**src/rtl/key_counter_pkg.sv**
```systemverilog
// rtl/key_counter_pkg.sv - shared constants and types for the key counter sequencer
//
// Purpose: key index assignments and the step auto-repeat state encoding,
//          used by key_counter_sequencer.
// Ports:   none (package)

package key_counter_pkg;

    // Key roles within the 4-bit key_n / pressed vectors
    localparam int NUM_KEYS = 4;
    localparam int KEY_STEP = 0;
    localparam int KEY_DIR  = 1;
    localparam int KEY_CLR  = 2;
    localparam int KEY_MODE = 3;

    // Step key auto-repeat states
    typedef enum logic [1:0] {
        ST_IDLE   = 2'd0,
        ST_DELAY  = 2'd1,
        ST_REPEAT = 2'd2
    } rep_state_t;

endpackage

```
**src/rtl/key_debounce.sv**
```systemverilog
// rtl/key_debounce.sv - per-key synchroniser, debouncer and press-edge detector
//
// Purpose: brings one raw active-low button into the clk domain, accepts a
//          new level only after DEBOUNCE_CYCLES consecutive stable samples,
//          and strobes press_evt for one cycle when the accepted level falls.
// Ports:
//   clk        in   system clock
//   reset      in   synchronous, active-high reset
//   key_n      in   raw asynchronous button, active-low
//   pressed    out  debounced key state, 1 = held
//   press_evt  out  one-cycle strobe on an accepted press

module key_debounce #(
    parameter int DEBOUNCE_CYCLES = 500000
) (
    input  logic clk,
    input  logic reset,
    input  logic key_n,
    output logic pressed,
    output logic press_evt
);

    localparam int            CW       = (DEBOUNCE_CYCLES > 2) ? $clog2(DEBOUNCE_CYCLES) : 1;
    localparam logic [CW-1:0] CNT_LAST = CW'(DEBOUNCE_CYCLES - 1);

    logic          r_sync1;
    logic          r_sync2;
    logic          r_level;     // accepted level, active-low like key_n
    logic [CW-1:0] r_cnt;
    logic [1:0]    r_valid;     // synchroniser holds real samples once r_valid[1] is set
    logic          r_armed;     // a released key has been seen since reset
    logic          r_press_evt;

    always_ff @(posedge clk) begin
        if (reset) begin
            r_sync1     <= 1'b1;
            r_sync2     <= 1'b1;
            r_level     <= 1'b1;
            r_cnt       <= '0;
            r_valid     <= 2'b00;
            r_armed     <= 1'b0;
            r_press_evt <= 1'b0;
        end else begin
            r_sync1     <= key_n;
            r_sync2     <= r_sync1;
            r_valid     <= {r_valid[0], 1'b1};
            r_press_evt <= 1'b0;

            // A key held through reset must be released before it may
            // generate a press; the synchroniser reset value does not count
            // as a release, hence the wait on r_valid.
            if (r_valid[1] && r_sync2 && r_level) begin
                r_armed <= 1'b1;
            end

            if (r_sync2 == r_level) begin
                r_cnt <= '0;
            end else if (r_cnt == CNT_LAST) begin
                r_level     <= r_sync2;
                r_cnt       <= '0;
                r_press_evt <= r_armed & ~r_sync2;
            end else begin
                r_cnt <= r_cnt + 1'b1;
            end
        end
    end

    assign pressed   = ~r_level;
    assign press_evt = r_press_evt;

endmodule

```
**src/rtl/key_counter_sequencer.sv**
```systemverilog
// rtl/key_counter_sequencer.sv - key-driven up/down counter with auto-repeat step
//
// Purpose: debounces four push-buttons, auto-repeats the step key while held,
//          resolves same-cycle commands and applies wrap or saturate stepping
//          to a shared W-bit counter.
// Ports:
//   clk         in   system clock
//   reset       in   synchronous, active-high reset
//   key_n[3:0]  in   raw active-low buttons: [0] step, [1] dir, [2] clear, [3] mode
//   cnt[W-1:0]  out  counter value
//   dir         out  0 = count up, 1 = count down
//   sat_mode    out  0 = wrap, 1 = saturate
//   step_pulse  out  one-cycle strobe on every step applied to cnt
//   limit_hit   out  one-cycle strobe when a step is blocked by saturation
//   pressed[3:0] out debounced key state, 1 = held

module key_counter_sequencer
    import key_counter_pkg::*;
#(
    parameter int W               = 4,
    parameter int DEBOUNCE_CYCLES = 500000,
    parameter int REPEAT_DELAY    = 25000000,
    parameter int REPEAT_PERIOD   = 5000000
) (
    input  logic         clk,
    input  logic         reset,
    input  logic [3:0]   key_n,
    output logic [W-1:0] cnt,
    output logic         dir,
    output logic         sat_mode,
    output logic         step_pulse,
    output logic         limit_hit,
    output logic [3:0]   pressed
);

    localparam int            TMAX     = (REPEAT_DELAY > REPEAT_PERIOD) ? REPEAT_DELAY : REPEAT_PERIOD;
    localparam int            TW       = (TMAX > 1) ? $clog2(TMAX) : 1;
    localparam logic [TW-1:0] T_DELAY  = TW'(REPEAT_DELAY - 1);
    localparam logic [TW-1:0] T_PERIOD = TW'(REPEAT_PERIOD - 1);
    localparam logic [W-1:0]  CNT_MAX  = '1;

    logic [NUM_KEYS-1:0] w_pressed;
    logic [NUM_KEYS-1:0] w_press_evt;

    genvar g;
    generate
        for (g = 0; g < NUM_KEYS; g++) begin : g_key
            key_debounce #(
                .DEBOUNCE_CYCLES (DEBOUNCE_CYCLES)
            ) u_debounce (
                .clk       (clk),
                .reset     (reset),
                .key_n     (key_n[g]),
                .pressed   (w_pressed[g]),
                .press_evt (w_press_evt[g])
            );
        end
    endgenerate

    // ------------------------------------------------------------------
    // Step auto-repeat
    // ------------------------------------------------------------------
    rep_state_t    r_state;
    logic [TW-1:0] r_timer;
    logic          w_held;
    logic          w_timer_zero;
    logic          w_step;

    assign w_held       = w_pressed[KEY_STEP];
    assign w_timer_zero = (r_timer == '0);

    // Step request is decoded from the current state so the counter can
    // act on it in the same edge that advances the FSM; registering it
    // would add a cycle to every step.
    always_comb begin
        w_step = 1'b0;
        case (r_state)
            ST_IDLE:   w_step = w_press_evt[KEY_STEP];
            ST_DELAY:  w_step = w_held && w_timer_zero;
            ST_REPEAT: w_step = w_held && w_timer_zero;
            default:   w_step = 1'b0;
        endcase
    end

    always_ff @(posedge clk) begin
        if (reset) begin
            r_state <= ST_IDLE;
            r_timer <= '0;
        end else begin
            case (r_state)
                ST_IDLE: begin
                    if (w_press_evt[KEY_STEP]) begin
                        r_timer <= T_DELAY;
                        r_state <= ST_DELAY;
                    end
                end
                ST_DELAY: begin
                    if (!w_held) begin
                        r_state <= ST_IDLE;
                    end else if (w_timer_zero) begin
                        r_timer <= T_PERIOD;
                        r_state <= ST_REPEAT;
                    end else begin
                        r_timer <= r_timer - 1'b1;
                    end
                end
                ST_REPEAT: begin
                    if (!w_held) begin
                        r_state <= ST_IDLE;
                    end else if (w_timer_zero) begin
                        r_timer <= T_PERIOD;
                    end else begin
                        r_timer <= r_timer - 1'b1;
                    end
                end
                default: begin
                    r_state <= ST_IDLE;
                end
            endcase
        end
    end

    // ------------------------------------------------------------------
    // Command resolution and counter
    // ------------------------------------------------------------------
    logic [W-1:0] r_cnt;
    logic         r_dir;
    logic         r_sat;
    logic         r_step_pulse;
    logic         r_limit_hit;
    logic         w_blocked;

    assign w_blocked = r_sat && (r_dir ? (r_cnt == '0) : (r_cnt == CNT_MAX));

    // All reads of r_dir / r_sat see the pre-toggle values, so a step that
    // coincides with a toggle uses the old direction and mode.
    always_ff @(posedge clk) begin
        if (reset) begin
            r_cnt        <= '0;
            r_dir        <= 1'b0;
            r_sat        <= 1'b0;
            r_step_pulse <= 1'b0;
            r_limit_hit  <= 1'b0;
        end else begin
            r_step_pulse <= 1'b0;
            r_limit_hit  <= 1'b0;

            if (w_press_evt[KEY_DIR]) begin
                r_dir <= ~r_dir;
            end
            if (w_press_evt[KEY_MODE]) begin
                r_sat <= ~r_sat;
            end

            // Clear wins over a same-cycle step, which is dropped silently.
            if (w_press_evt[KEY_CLR]) begin
                r_cnt <= '0;
            end else if (w_step) begin
                if (w_blocked) begin
                    r_limit_hit <= 1'b1;
                end else begin
                    r_cnt        <= r_dir ? (r_cnt - 1'b1) : (r_cnt + 1'b1);
                    r_step_pulse <= 1'b1;
                end
            end
        end
    end

    assign cnt        = r_cnt;
    assign dir        = r_dir;
    assign sat_mode   = r_sat;
    assign step_pulse = r_step_pulse;
    assign limit_hit  = r_limit_hit;
    assign pressed    = w_pressed;

endmodule

```
**config.mk**
```make
export PLATFORM = sky130hd
export DESIGN_NAME = key_counter_sequencer
export DESIGN_NICKNAME = d
export VERILOG_FILES = /design/src/rtl/key_counter_pkg.sv /design/src/rtl/key_debounce.sv /design/src/rtl/key_counter_sequencer.sv
export SDC_FILE = /design/constraint.sdc
export NUM_CORES = 1
export LEC_CHECK = 0
export ABC_CLOCK_PERIOD_IN_PS = 5800
export BUFFER_PORTS_ARGS = -buffer_cell sky130_fd_sc_hd__buf_2
export CORE_ASPECT_RATIO = 1.1
export CORE_UTILIZATION = 40
export CTS_BUF_LIST = sky130_fd_sc_hd__clkbuf_8
export DETAILED_ROUTE_END_ITERATION = 8
export PLACE_DENSITY = 0.56
export RECOVER_POWER = 25
export SYNTH_ARGS = -nofsm -noshare
export SYNTH_HDL_FRONTEND = slang
export SYNTH_HIERARCHICAL = 1
export SYNTH_SLANG_ARGS = --single-unit
```
**constraint.sdc**
```tcl
create_clock -name clk -period 5.8 [get_ports clk]
set_input_delay 1.16 -clock clk [delete_from_list [all_inputs] [get_ports clk]]
set_output_delay 1.16 -clock clk [all_outputs]
set_load 0.005 [all_outputs]
```
# ---- Word-level counts from Yosys, hierarchy flattened
# Cells that the tools add are included.
dict set report word_totals {
  out_inout_bits 12
  elab_cells 135
  regBits 139
  input_bits 6
}
dict set report op_classes {
  add_sub_neg 7
  bitwise 24
  mux 18
  n_eq_ne 15
  n_reduce_logical 32
}
# op count
set ops {}
lappend ops {{adder 19 x 1 -> 19 bit, second input constant} 4}
lappend ops {{equality test 19 bit, second input constant} 4}
lappend ops {{two-way mux 25 bit} 3}
lappend ops {{one-hot mux 25 bit (2 select lines)} 1}
lappend ops {{OR reduction 3 bit} 9}
lappend ops {{logical NOT 25 bit} 1}
lappend ops {{subtractor 25 x 1 -> 25 bit, second input constant} 1}
lappend ops {{NOT 1 bit} 20}
lappend ops {{logical AND 1 bit} 10}
lappend ops {{AND reduction 2 bit} 5}
lappend ops {{two-way mux 2 bit} 4}
lappend ops {{two-way mux 1 bit} 7}
lappend ops {{one-hot mux 2 bit (3 select lines)} 1}
lappend ops {{AND reduction 3 bit} 2}
lappend ops {{adder 4 x 1 -> 4 bit, second input constant} 1}
lappend ops {{bitwise AND 1 bit} 4}
lappend ops {{equality test 1 bit} 4}
lappend ops {{equality test 4 bit, second input constant} 1}
lappend ops {{logical NOT 4 bit} 1}
lappend ops {{two-way mux 4 bit} 1}
lappend ops {{inequality test 2 x 1 -> 1 bit, second input constant} 2}
lappend ops {{OR reduction 2 bit} 2}
lappend ops {{subtractor 4 x 1 -> 4 bit, second input constant} 1}
lappend ops {{inequality test 3 x 2 -> 1 bit, second input constant} 1}
lappend ops {{other kinds (6)} 6}

# ---- Depth between registers and ports, before layout
# Gate-level depths: netlist of run 1.
dict set report logic_depth {
  depth_word 5
  mapped_depth 8
}

# ---- Modules after synthesis
# The synthesis of run 1 kept the hierarchy.
# mod cells_per_inst area_each_um2 n_inst
set by_module_without_submodules {}
lappend by_module_without_submodules {{key_debounce at g_key[0].u_debounce ...} 121 1124.8 3}
lappend by_module_without_submodules {key_counter_sequencer 234 1974.4 1}
lappend by_module_without_submodules {{key_debounce at g_key[3].u_debounce} 116 1088.5 1}

# ---- Worst setup path after synthesis of run 1
# Ideal clock, no wire load.
dict set report synth_timing {
  kind {register to register}
  start {register r_timer[0]}
  end {register r_cnt[3], in the netlist cnt[3]}
  path_buffers 0
  arrival_time_ps 1929
  slack_ps 3755
  synth_period_minus_slack_ps 2045
  setup_ps 116
  stages_incl_launch_ff 8
  cell_sequence {dfxtp_1 > inv_1 > ha_1 > or3b_4 > nor4_4 > a41o_2 > a31oi_1 > a41o_1}
}
dict set report synth_between {
  elab_chain_cells 4
}
# element line
set synth_lines {}
lappend synth_lines {{start: declaration} key_counter_sequencer.sv:64} ;# logic [TW-1:0] r_timer;
lappend synth_lines {{start signal: assignment} key_counter_sequencer.sv:104} ;# r_timer <= r_timer - 1'b1;
lappend synth_lines {{start signal: assignment} key_counter_sequencer.sv:113} ;# r_timer <= r_timer - 1'b1;
lappend synth_lines {{logical NOT 25 bit} key_counter_sequencer.sv:70} ;# assign w_timer_zero = (r_timer == '0);
lappend synth_lines {{logical AND 1 bit} {key_counter_sequencer.sv:79, key_counter_sequencer.sv:80}}
lappend synth_lines {{one-hot mux 1 bit (2 select lines)} key_counter_sequencer.sv:77} ;# case (r_state)
lappend synth_lines {{AND reduction 2 bit (no source line)} --}
lappend synth_lines {{end signal: assignment} key_counter_sequencer.sv:162} ;# r_cnt <= r_dir ? (r_cnt - 1'b1) : (r_cnt + 1'b1);
lappend synth_lines {{end: declaration} key_counter_sequencer.sv:126} ;# logic [W-1:0] r_cnt;
# No other way between the ends.
# A chain may end at the register's enable or synchronous reset.

==> results of run 1 <==
## layer usage
metal / vias up / GRT usage (%) / share of wire, %
met3: 7 / 4.434 / 3.8
met5: - / 0 / 0
li1: 2572 / - / -
met1: 2471 / 21.96 / 49
met4: 0 / 6.504 / 0.83
met2: 89 / 26.56 / 46
## registers in the layout, indices dropped and copies added (netlist names)
name	count
g_key.u_debounce/r_valid	8
sat_mode	1
dir	1
g_key.u_debounce/r_sync1	4
g_key.u_debounce/r_cnt	76
limit_hit	1
r_state	2
g_key.u_debounce/r_level	4
g_key.u_debounce/press_evt	4
r_timer	25
step_pulse	1
g_key.u_debounce/r_armed	4
cnt	4
g_key.u_debounce/r_sync2	4
## cells in the final DEF, fill, tap and decap left out, types with 3 or more instances in the layout
| cell | Yosys | routed |
|---|---|---|
| nand4_1 | 28 | 29 |
| a21o_1 | 3 | 3 |
| or4_1 | 11 | 11 |
| a21oi_1 | 41 | 41 |
| buf_2 | 6 | 15 |
| nor4_1 | 10 | 11 |
| ha_1 | 11 | 11 |
| nor4b_1 | 7 | 7 |
| xor2_1 | 50 | 50 |
| o31ai_4 | 3 | 3 |
| or2_2 | 11 | 11 |
| and3_1 | 15 | 15 |
| and3_2 | 3 | 3 |
| and2_1 | 3 | 3 |
| and4_1 | 14 | 14 |
| a31oi_1 | 8 | 8 |
| nand2_1 | 38 | 38 |
| nand2b_1 | 4 | 4 |
| clkbuf_1 | 4 | 3 |
| nor3_1 | 13 | 13 |
| a211o_1 | 3 | 3 |
| nor2_1 | 95 | 95 |
| clkbuf_8 | 0 | 21 |
| xnor2_1 | 18 | 18 |
| dfxtp_1 | 139 | 139 |
| nor3b_1 | 3 | 3 |
| inv_1 | 25 | 30 |
| o21ai_0 | 28 | 28 |
| or3_1 | 15 | 15 |
| nor2b_1 | 4 | 4 |
| nand3_1 | 36 | 36 |
| o31ai_1 | 8 | 8 |
| mux2i_1 | 5 | 5 |
## kinds of logic (layout without fill, tap and decap cells)
kind of cell,count (synthesis),count (layout),share of synthesized area (%)
AND/OR/NAND/NOR,331,331,29.23
flip-flops,139,139,43.23
AO/OA/AOI/OAI,108,108,10.79
XOR/XNOR,68,68,9.252
buffers and inverters,49,74,4.101
adder cells (fa/ha/maj),12,12,2.449
multiplexers,6,6,0.9524
## worst paths after layout
kind	startpoint	end	slack, ns	depth (start not counted)
max reg2reg	r_timer[0]$_SDFFE_PP0P_	r_state[1]$_SDFFE_PP0P_	3.40	7
min	g_key[1].u_debounce/r_sync1$_SDFF_PP1_	g_key[1].u_debounce/r_sync2$_SDFF_PP1_	0.40	1
min reg2reg	g_key[1].u_debounce/r_sync1$_SDFF_PP1_	g_key[1].u_debounce/r_sync2$_SDFF_PP1_	0.40	1
max	reset	r_timer[17]$_SDFFE_PP0P_	2.45	5
## power breakdown
part           internal [mW]  total (mW)  switching (mW)
Clock                  0.419       0.773           0.354
Sequential             0.962       0.966         0.00410
Combinational        0.00855      0.0244          0.0158
Total                   1.39        1.76           0.374
## critical path, stage by stage
cell	delay, ns
clkbuf_1	0.57
clkbuf_1	1.15
inv_1	0.32
o21ai_1	0.30
o21ai_0	0.14
## per-stage QoR
stage	setup WS (ns)	cells
floorplan	3.755	713
global placement	3.276	907
detailed placement	3.219	907
CTS	3.409	938
global route	2.111	938
finish	2.453	938
## synth_stat cells, types with 2 or more instances
| cell type | count |
|---|---|
| nor4_1 | 10 |
| buf_6 | 7 |
| and3_2 | 3 |
| nand2b_1 | 4 |
| nand4_4 | 3 |
| buf_2 | 6 |
| and3_1 | 15 |
| or3_1 | 15 |
| a31oi_1 | 8 |
| nor2_1 | 95 |
| nand3_1 | 36 |
| or2_2 | 11 |
| a41oi_1 | 2 |
| nor4b_1 | 7 |
| nor2b_1 | 4 |
| o31ai_4 | 3 |
| mux2i_1 | 5 |
| or4_1 | 11 |
| nand3b_1 | 2 |
| nor4_4 | 2 |
| ha_1 | 11 |
| o31ai_1 | 8 |
| nor4_2 | 2 |
| and2_1 | 3 |
| nor3_1 | 13 |
| dfxtp_1 | 139 |
| clkbuf_1 | 4 |
| a211o_1 | 3 |
| buf_4 | 5 |
| nand2_2 | 2 |
| nand4_1 | 28 |
| a21oi_1 | 41 |
| inv_1 | 25 |
| and4_1 | 14 |
| xnor2_1 | 18 |
| o21ai_0 | 28 |
| nor3b_1 | 3 |
| nand2_1 | 38 |
| a21o_1 | 3 |
| xor2_1 | 50 |
## final cells by class
| type | instances | area [um^2] | share of cell area, % |
|---|---|---|---|
| timing repair buffer | 18 | 86.33 | 1.239 |
| tap | 200 | 250.2 | 3.593 |
| clock buffer | 21 | 289.0 | 4.149 |
| clock inverter | 10 | 102.6 | 1.473 |
| sequential | 139 | 2783 | 39.95 |
| inverter | 25 | 93.84 | 1.347 |
| multi-input combinational | 525 | 3361 | 48.25 |
==> impl_metrics.toml, run 1 <==
[clock_tree]
cts.sinks = 139
cts_buffers = 17
htreeDepth = 4
postCtsSetupRepairBufs = 0
path_clk_slew_ns = 0.07
post_cts_resized = 0
root_buffer = "clkbuf_8"
tritoncts = "done"
clock_path_buffers = 2
clock_latency_ns = 0.44
hold_buffers = 0

[logic_synthesis]
synth_area_per_cell_um2 = 9.029
yosys_warnings = 6
ys_seq_area_share_pct = 43.23
synth_edf_count = 0
synth_area_leaders = "dfxtp_1 43%, xor2_1 6.8%, nor2_1 5.5%"
synthCells = 713
ys_seq_elements = 139
netlist.area_leader.share_pct = 43.23
synth.distinct_cells = 66
mappedNetlistArea_um2 = 6437
yosysTopAreaCell = "dfxtp_1"
synthArstFlopShare_pct = 0
synth_nets = 731
synth-main-ff-cell = "dfxtp_1"

[grt]
grt_pass1_vias = 4818
grt_antenna_before_repair = 0
grt_max_degree = 35
grt.overflow.total = 0
grt_use_total_pct = 16.89
grt_first_pass_wirelength_mm = 22.40

[setup_path]
cp.required_ns = 6.11
start_kind = "primary input"
path_class = "primary input to flip-flop"
arrival_ns = 3.66
crit_path_end_kind = "flip-flop"
cp_max_fo = 34

[power]
power_leakage_nw = 2.526
vdd_drop_max_uv = 135.1
finalPower_mw = 1.763
p_per_area_nw_per_um2 = 253.1

[sta]
hold_viol = 0
finalCritPeriodShare_pct = 57.70
setup_tns_ns = 0
rsz0062_at_grt = "false"
report.final.slew_viol_count = 0
fin_worst_skew_ns = 0.009842
period_minus_slack_ns = 3.347
holdWs_ns = 0.4035
slew_headroom_pct = 0.8249
tightest_slew_ns = 1.488
setup_viol = 0
timing.fmax_ghz = 0.2988

[route]
dr.first_iter.drc_count = 198
wirelength_mm = 12.95
drc = 0
vias_per_cell = 5.479
antenna_left = 0
vias = 5139
wl_per_cell_um = 13.80
firstDrtPassIters = 4

[placed_design]
dp.final_hpwl_mm = 8.874
place_area_um2 = 6610
gp_congestion = 0.7967
place.port_buffers = 17

[cells_and_area]
syn_to_final_growth_pct = 8.202
fin_area_um2 = 6965
final_core_util_pct = 44.27
diodes = 0
drive_above_1_share_pct = 10.43
fillers = 1557
nNetsFinal = 744

[die]
io_pins = 18
dieArea_um2 = 16610
row_count = 48
core_area_um2 = 15740
fp.dieW_um = 123.0
die_h_um = 135.1
start_util_pct = 40.91

[status]
run_status = "complete, no violations"

[flow_run]
max_cap_viol_count = 0

[hold_path]
hold_path_class = "flip-flop to flip-flop"
Note: power is estimated with default switching activity, not from simulation.
==> inputs of run 2 (changes only) <==
Settings changed: ABC_CLOCK_PERIOD_IN_PS 5800 to 3200.
Clock period 5.8 ns to 3.2 ns, I/O delays scaled along.
==> impl_metrics.toml, run 2 (same netlist as run 1, synthesis figures left out) <==
[clock_tree]
path_clk_slew_ns = 0.08
cts_buffers = 17
tritoncts = "done"
htreeDepth = 4
root_buffer = "clkbuf_8"
post_cts_resized = 0
clock_latency_ns = 0.44
clock_path_buffers = 2
cts.sinks = 139
hold_buffers = 0
postCtsSetupRepairBufs = 0

[placed_design]
gp_congestion = 0.8524
dp.final_hpwl_mm = 8.934
place.port_buffers = 17

[power]
vdd_drop_max_uv = 252.7
power_leakage_nw = 2.574
p_per_area_nw_per_um2 = 497.8

[setup_path]
cp_slowest_cell = "nor4_4"
path_cells = "inv_1 -> ha_1 -> or3b_4 -> nor4_4 -> nand2_2 -> or3_1 -> a21oi_1"
path_class = "flip-flop to flip-flop"
r2r_cells = 7
crit_path_max_incr_delay_ns = 0.50
cp.depth = 7
crit_path_end_kind = "flip-flop"
start_kind = "flip-flop"
cp.required_ns = 3.55
arrival_ns = 2.69
cp_max_fo = 9
path_buf_inv = 1
path_delay_family = "simple AND/OR/NAND/NOR gates"

[hold_path]
hold_path_depth = 2
hold_path_class = "primary input to flip-flop"

[grt]
grt_antenna_before_repair = 0
grt.overflow.total = 0
grt_first_pass_wirelength_mm = 22.50
grt_max_degree = 35
grt_pass1_vias = 4893
grt_use_total_pct = 16.94

[cells_and_area]
most-common-layout-cells = "139 x dfxtp_1, 95 x nor2_1, 50 x xor2_1"
syn_to_final_growth_pct = 10.36
diodes = 0
top_regs = "g_key.u_debounce/r_cnt: 76 flops, r_timer: 25 flops, g_key.u_debounce/r_valid: 8 flops"
nNetsFinal = 744
drive_above_1_share_pct = 11.10
final_common_cell = "dfxtp_1"
regMostFlops = "g_key.u_debounce/r_cnt"
largest_reg_flops = 76

[route]
antenna_left = 0
wl_per_cell_um = 13.50
dr.first_iter.drc_count = 276
vias = 5044
drc = 0
wirelength_mm = 12.68
vias_per_cell = 5.372
firstDrtPassIters = 4

[flow_run]
max_cap_viol_count = 1

[sta]
holdWs_ns = 0.3770
timing.fmax_ghz = 0.4261
finalCritPeriodShare_pct = 73.34
slew_headroom_pct = -3.552
rsz0062_at_grt = "false"
period_minus_slack_ns = 2.347
hold_viol = 0
fin_worst_skew_ns = 0.01293
tightest_slew_ns = 1.553
setup_viol = 0
report.final.slew_viol_count = 35
setup_tns_ns = 0

[die]
core_area_um2 = 15740
dieArea_um2 = 16610
fp.dieW_um = 123.0
io_pins = 18
die_h_um = 135.1
row_count = 48
start_util_pct = 40.91

[status]
run_status = "finished with violations"
violations = "max-capacitance violations, max-slew violations"
## run 2: routing by layer
metal / global-route usage, % / wire (um) / vias up
met3: 4.688 / 325 / 12
met1: 21.55 / 6193 / 2394
met2: 26.65 / 6000 / 64
met4: 7.317 / 162 / 0
li1: - / - / 2574
met5: 0 / 0 / -
## run 2: final timing paths
kind | from | to | slack, ns
setup reg to reg | r_timer[0]$_SDFFE_PP0P_ | r_state[1]$_SDFFE_PP0P_ | 0.85
hold reg to reg | g_key[0].u_debounce/r_sync1$_SDFF_PP1_ | g_key[0].u_debounce/r_sync2$_SDFF_PP1_ | 0.41
setup / recovery | r_timer[0]$_SDFFE_PP0P_ | r_state[1]$_SDFFE_PP0P_ | 0.85
hold / removal | key_n[2] | g_key[2].u_debounce/r_sync1$_SDFF_PP1_ | 0.38
## run 2: stage by stage
| step | total power, mW | worst slack (ns) | area, um^2 | utilization (%) | cells |
|---|---|---|---|---|---|
| 4_1_cts | 3.598 | 0.8903 | 7112 | 45.20 | 939 |
| 6_report | 3.537 | 0.8532 | 7104 | 45.15 | 939 |
| 3_3_place_gp | 1.835 | 0.9530 | 6610 | 42.01 | 907 |
| 2_1_floorplan | 1.822 | 1.155 | 6437 | - | 713 |
| 3_5_place_dp | 1.837 | 0.8928 | 6610 | 42.01 | 907 |
| 5_1_grt | 3.682 | 0.6272 | 7104 | 45.15 | 939 |
## run 2: layout make-up
type | count | area, um^2
Clock buffer | 21 | 289.0
Sequential cell | 139 | 2783
Inverter | 25 | 93.84
Clock inverter | 11 | 212.7
Timing Repair Buffer | 18 | 85.08
Fill cell | 1577 | 8631
Tap cell | 200 | 250.2
Multi-Input combinational cell | 525 | 3391
## run 2: power breakdown
part           leakage [nW]  total [mW]  switching, mW  internal [mW]
clock                 0.256        1.74          0.652           1.09
sequential             1.12        1.75        0.00735           1.74
combinational          1.19      0.0450         0.0290         0.0160
total                  2.57        3.54          0.688           2.85
==> inputs of run 3 (changes only) <==
Settings changed: ABC_CLOCK_PERIOD_IN_PS 3200 to 2300.
Clock period 3.2 ns to 2.3 ns, I/O delays scaled along.
==> impl_metrics.toml, run 3 (same netlist as run 1, synthesis figures left out) <==
[status]
run_status = "complete, no violations"

[setup_path]
rr_endpoint = "r_state[0]$_SDFFE_PP0P_"
r2r_cells = 8
crit_path_end_kind = "flip-flop"
cp.required_ns = 2.67
cp_max_fo = 7
path_class = "flip-flop to flip-flop"
start_kind = "flip-flop"
rr_startpoint = "r_timer[0]$_SDFFE_PP0P_"
arrival_ns = 2.49
ff2ff_setup_slack_ns = 0.18

[sta]
finalCritPeriodShare_pct = 92.26
period_minus_slack_ns = 2.122
setup_tns_ns = 0
tightest_slew_ns = 1.417
setup_viol = 0
timing.fmax_ghz = 0.4712
holdWs_ns = 0.1939
slew_headroom_pct = 5.502
fin_worst_skew_ns = 0.009048
report.final.slew_viol_count = 0
hold_viol = 0
rsz0062_at_grt = "false"
layout_setup_ws_ns = 0.1779

[clock_tree]
clock_latency_ns = 0.45
postCtsSetupRepairBufs = 0
cts.sinks = 139
cts_buffers = 17
tritoncts = "done"
path_clk_slew_ns = 0.08
htreeDepth = 4
clock_path_buffers = 2
root_buffer = "clkbuf_8"
hold_buffers = 0

[route]
dr.first_iter.drc_count = 198
wl_per_cell_um = 13.51
drc = 0
antenna_left = 0
firstDrtPassIters = 4
vias_per_cell = 5.379
vias = 5169
wirelength_mm = 12.99

[hold_path]
hold_path_class = "primary input to flip-flop"
hold_path_depth = 2
hp-start = "key_n[2]"
hold_end = "g_key[2].u_debounce/r_sync1$_SDFF_PP1_"

[die]
row_count = 48
fp.dieW_um = 123.0
core_area_um2 = 15740
die_h_um = 135.1
start_util_pct = 40.91
dieArea_um2 = 16610
io_pins = 18

[cells_and_area]
diodes = 0
drive_above_1_share_pct = 13.53
largest_reg_flops = 76
nNetsFinal = 766
most-common-layout-cells = "139 x dfxtp_1, 95 x nor2_1, 50 x xor2_1"
regMostFlops = "g_key.u_debounce/r_cnt"
syn_to_final_growth_pct = 12.36
final_common_cell = "dfxtp_1"
top_regs = "g_key.u_debounce/r_cnt: 76 flops, r_timer: 25 flops, g_key.u_debounce/r_valid: 8 flops"
fillers = 1568
fin_area_um2 = 7233
final_core_util_pct = 45.97

[grt]
grt_antenna_before_repair = 0
grt.overflow.total = 0
grt_pass1_vias = 4666
grt_use_total_pct = 16.90
grt_max_degree = 32
grt_first_pass_wirelength_mm = 22.02

[power]
pwr-share-seq_pct = 51.1
sw_frac_of_total_pct = 20.53
p_int_mw = 3.788
clockPowerShare_pct = 47.5
netSwitchingPower_uw = 978.9
vdd_drop_max_uv = 407.3
power_leakage_nw = 2.637
p_per_area_nw_per_um2 = 659.1
comb_power_share_pct = 1.4

[placed_design]
place.port_buffers = 17
dp_slack_ns = 0.1411
dp.final_hpwl_mm = 9.159
place_area_um2 = 6788
gp_congestion = 0.7877

[flow_run]
max_cap_viol_count = 0
==> run 3: cell types whose count changed in the layout (fill, tap and decap cells not counted), moves of 2 or more <==
| cell | previous run | this run |
|---|---|---|
| buf_4 | 1 | 21 |
| clkbuf_1 | 6 | 8 |
| clkbuf_8 | 21 | 19 |
| clkinvlp_4 | 0 | 2 |
==> run 3: metrics by stage <==
stage	std cells	power [mW]
finish	961	4.767
CTS	961	4.845
detailed placement	929	2.561
global route	961	4.955
floorplan	713	2.534
global placement	929	2.559
==> run 3: what timing repair did <==
action,4_1_cts,5_1_grt
resized for setup,0,3
hold endpoints to repair,0,0
setup endpoints to repair,0,4
==> run 3: metal layers <==
layer / vias to the layer above / global-route usage [%] / wire length, um
li1: 2627 / - / -
met5: - / 0 / 0
met3: 23 / 3.885 / 394
met4: 0 / 7.927 / 268
met2: 71 / 25.94 / 5858
met1: 2448 / 22.30 / 6465
==> run 3: power by group through the flow <==
stage | Combinational, mW | Clock (mW) | Sequential [mW]
floorplan | 0.0451 | 0 | 2.49
global placement | 0.0675 | 0 | 2.49
detailed placement | 0.0688 | 0 | 2.49
CTS | 0.0692 | 2.34 | 2.44
global route | 0.0767 | 2.44 | 2.44
finish | 0.0674 | 2.26 | 2.44
==> run 3: critical path, stage by stage (launching register included) <==
cell and delay, ns:
dfxtp_1 0.35, inv_1 0.07, ha_1 0.17, or3b_4 0.42, nor4_4 0.27, buf_4 0.19
a21boi_1 0.08, o311a_1 0.29, a211oi_1 0.20
==> run 3: worst max path at each step <==
stage,start,to,slack (ns),cells after the start
after CTS,r_timer[1]$_SDFFE_PP0P_,r_timer[17]$_SDFFE_PP0P_,0.12,8
final,r_timer[0]$_SDFFE_PP0P_,r_state[0]$_SDFFE_PP0P_,0.18,8
after global routing,r_timer[0]$_SDFFE_PP0P_,r_state[0]$_SDFFE_PP0P_,0.07,8
after detailed placement,r_timer[0]$_SDFFE_PP0P_,r_timer[17]$_SDFFE_PP0P_,0.14,8
after global placement,r_timer[0]$_SDFFE_PP0P_,r_timer[17]$_SDFFE_PP0P_,0.19,8
after floorplan,r_timer[0]$_SDFFE_PP0P_,cnt[3]$_SDFFE_PP0P_,0.25,7
==> run 3: layout make-up <==
cell class	count	area [um^2]	share of cell area, %
multi-input cells	525	3390	46.86
flip-flops and latches	139	2783	38.47
clock buffers	19	261.5	3.615
repair buffers	40	257.7	3.563
well taps	200	250.2	3.460
clock inverters	13	197.7	2.733
inverters	25	93.84	1.297
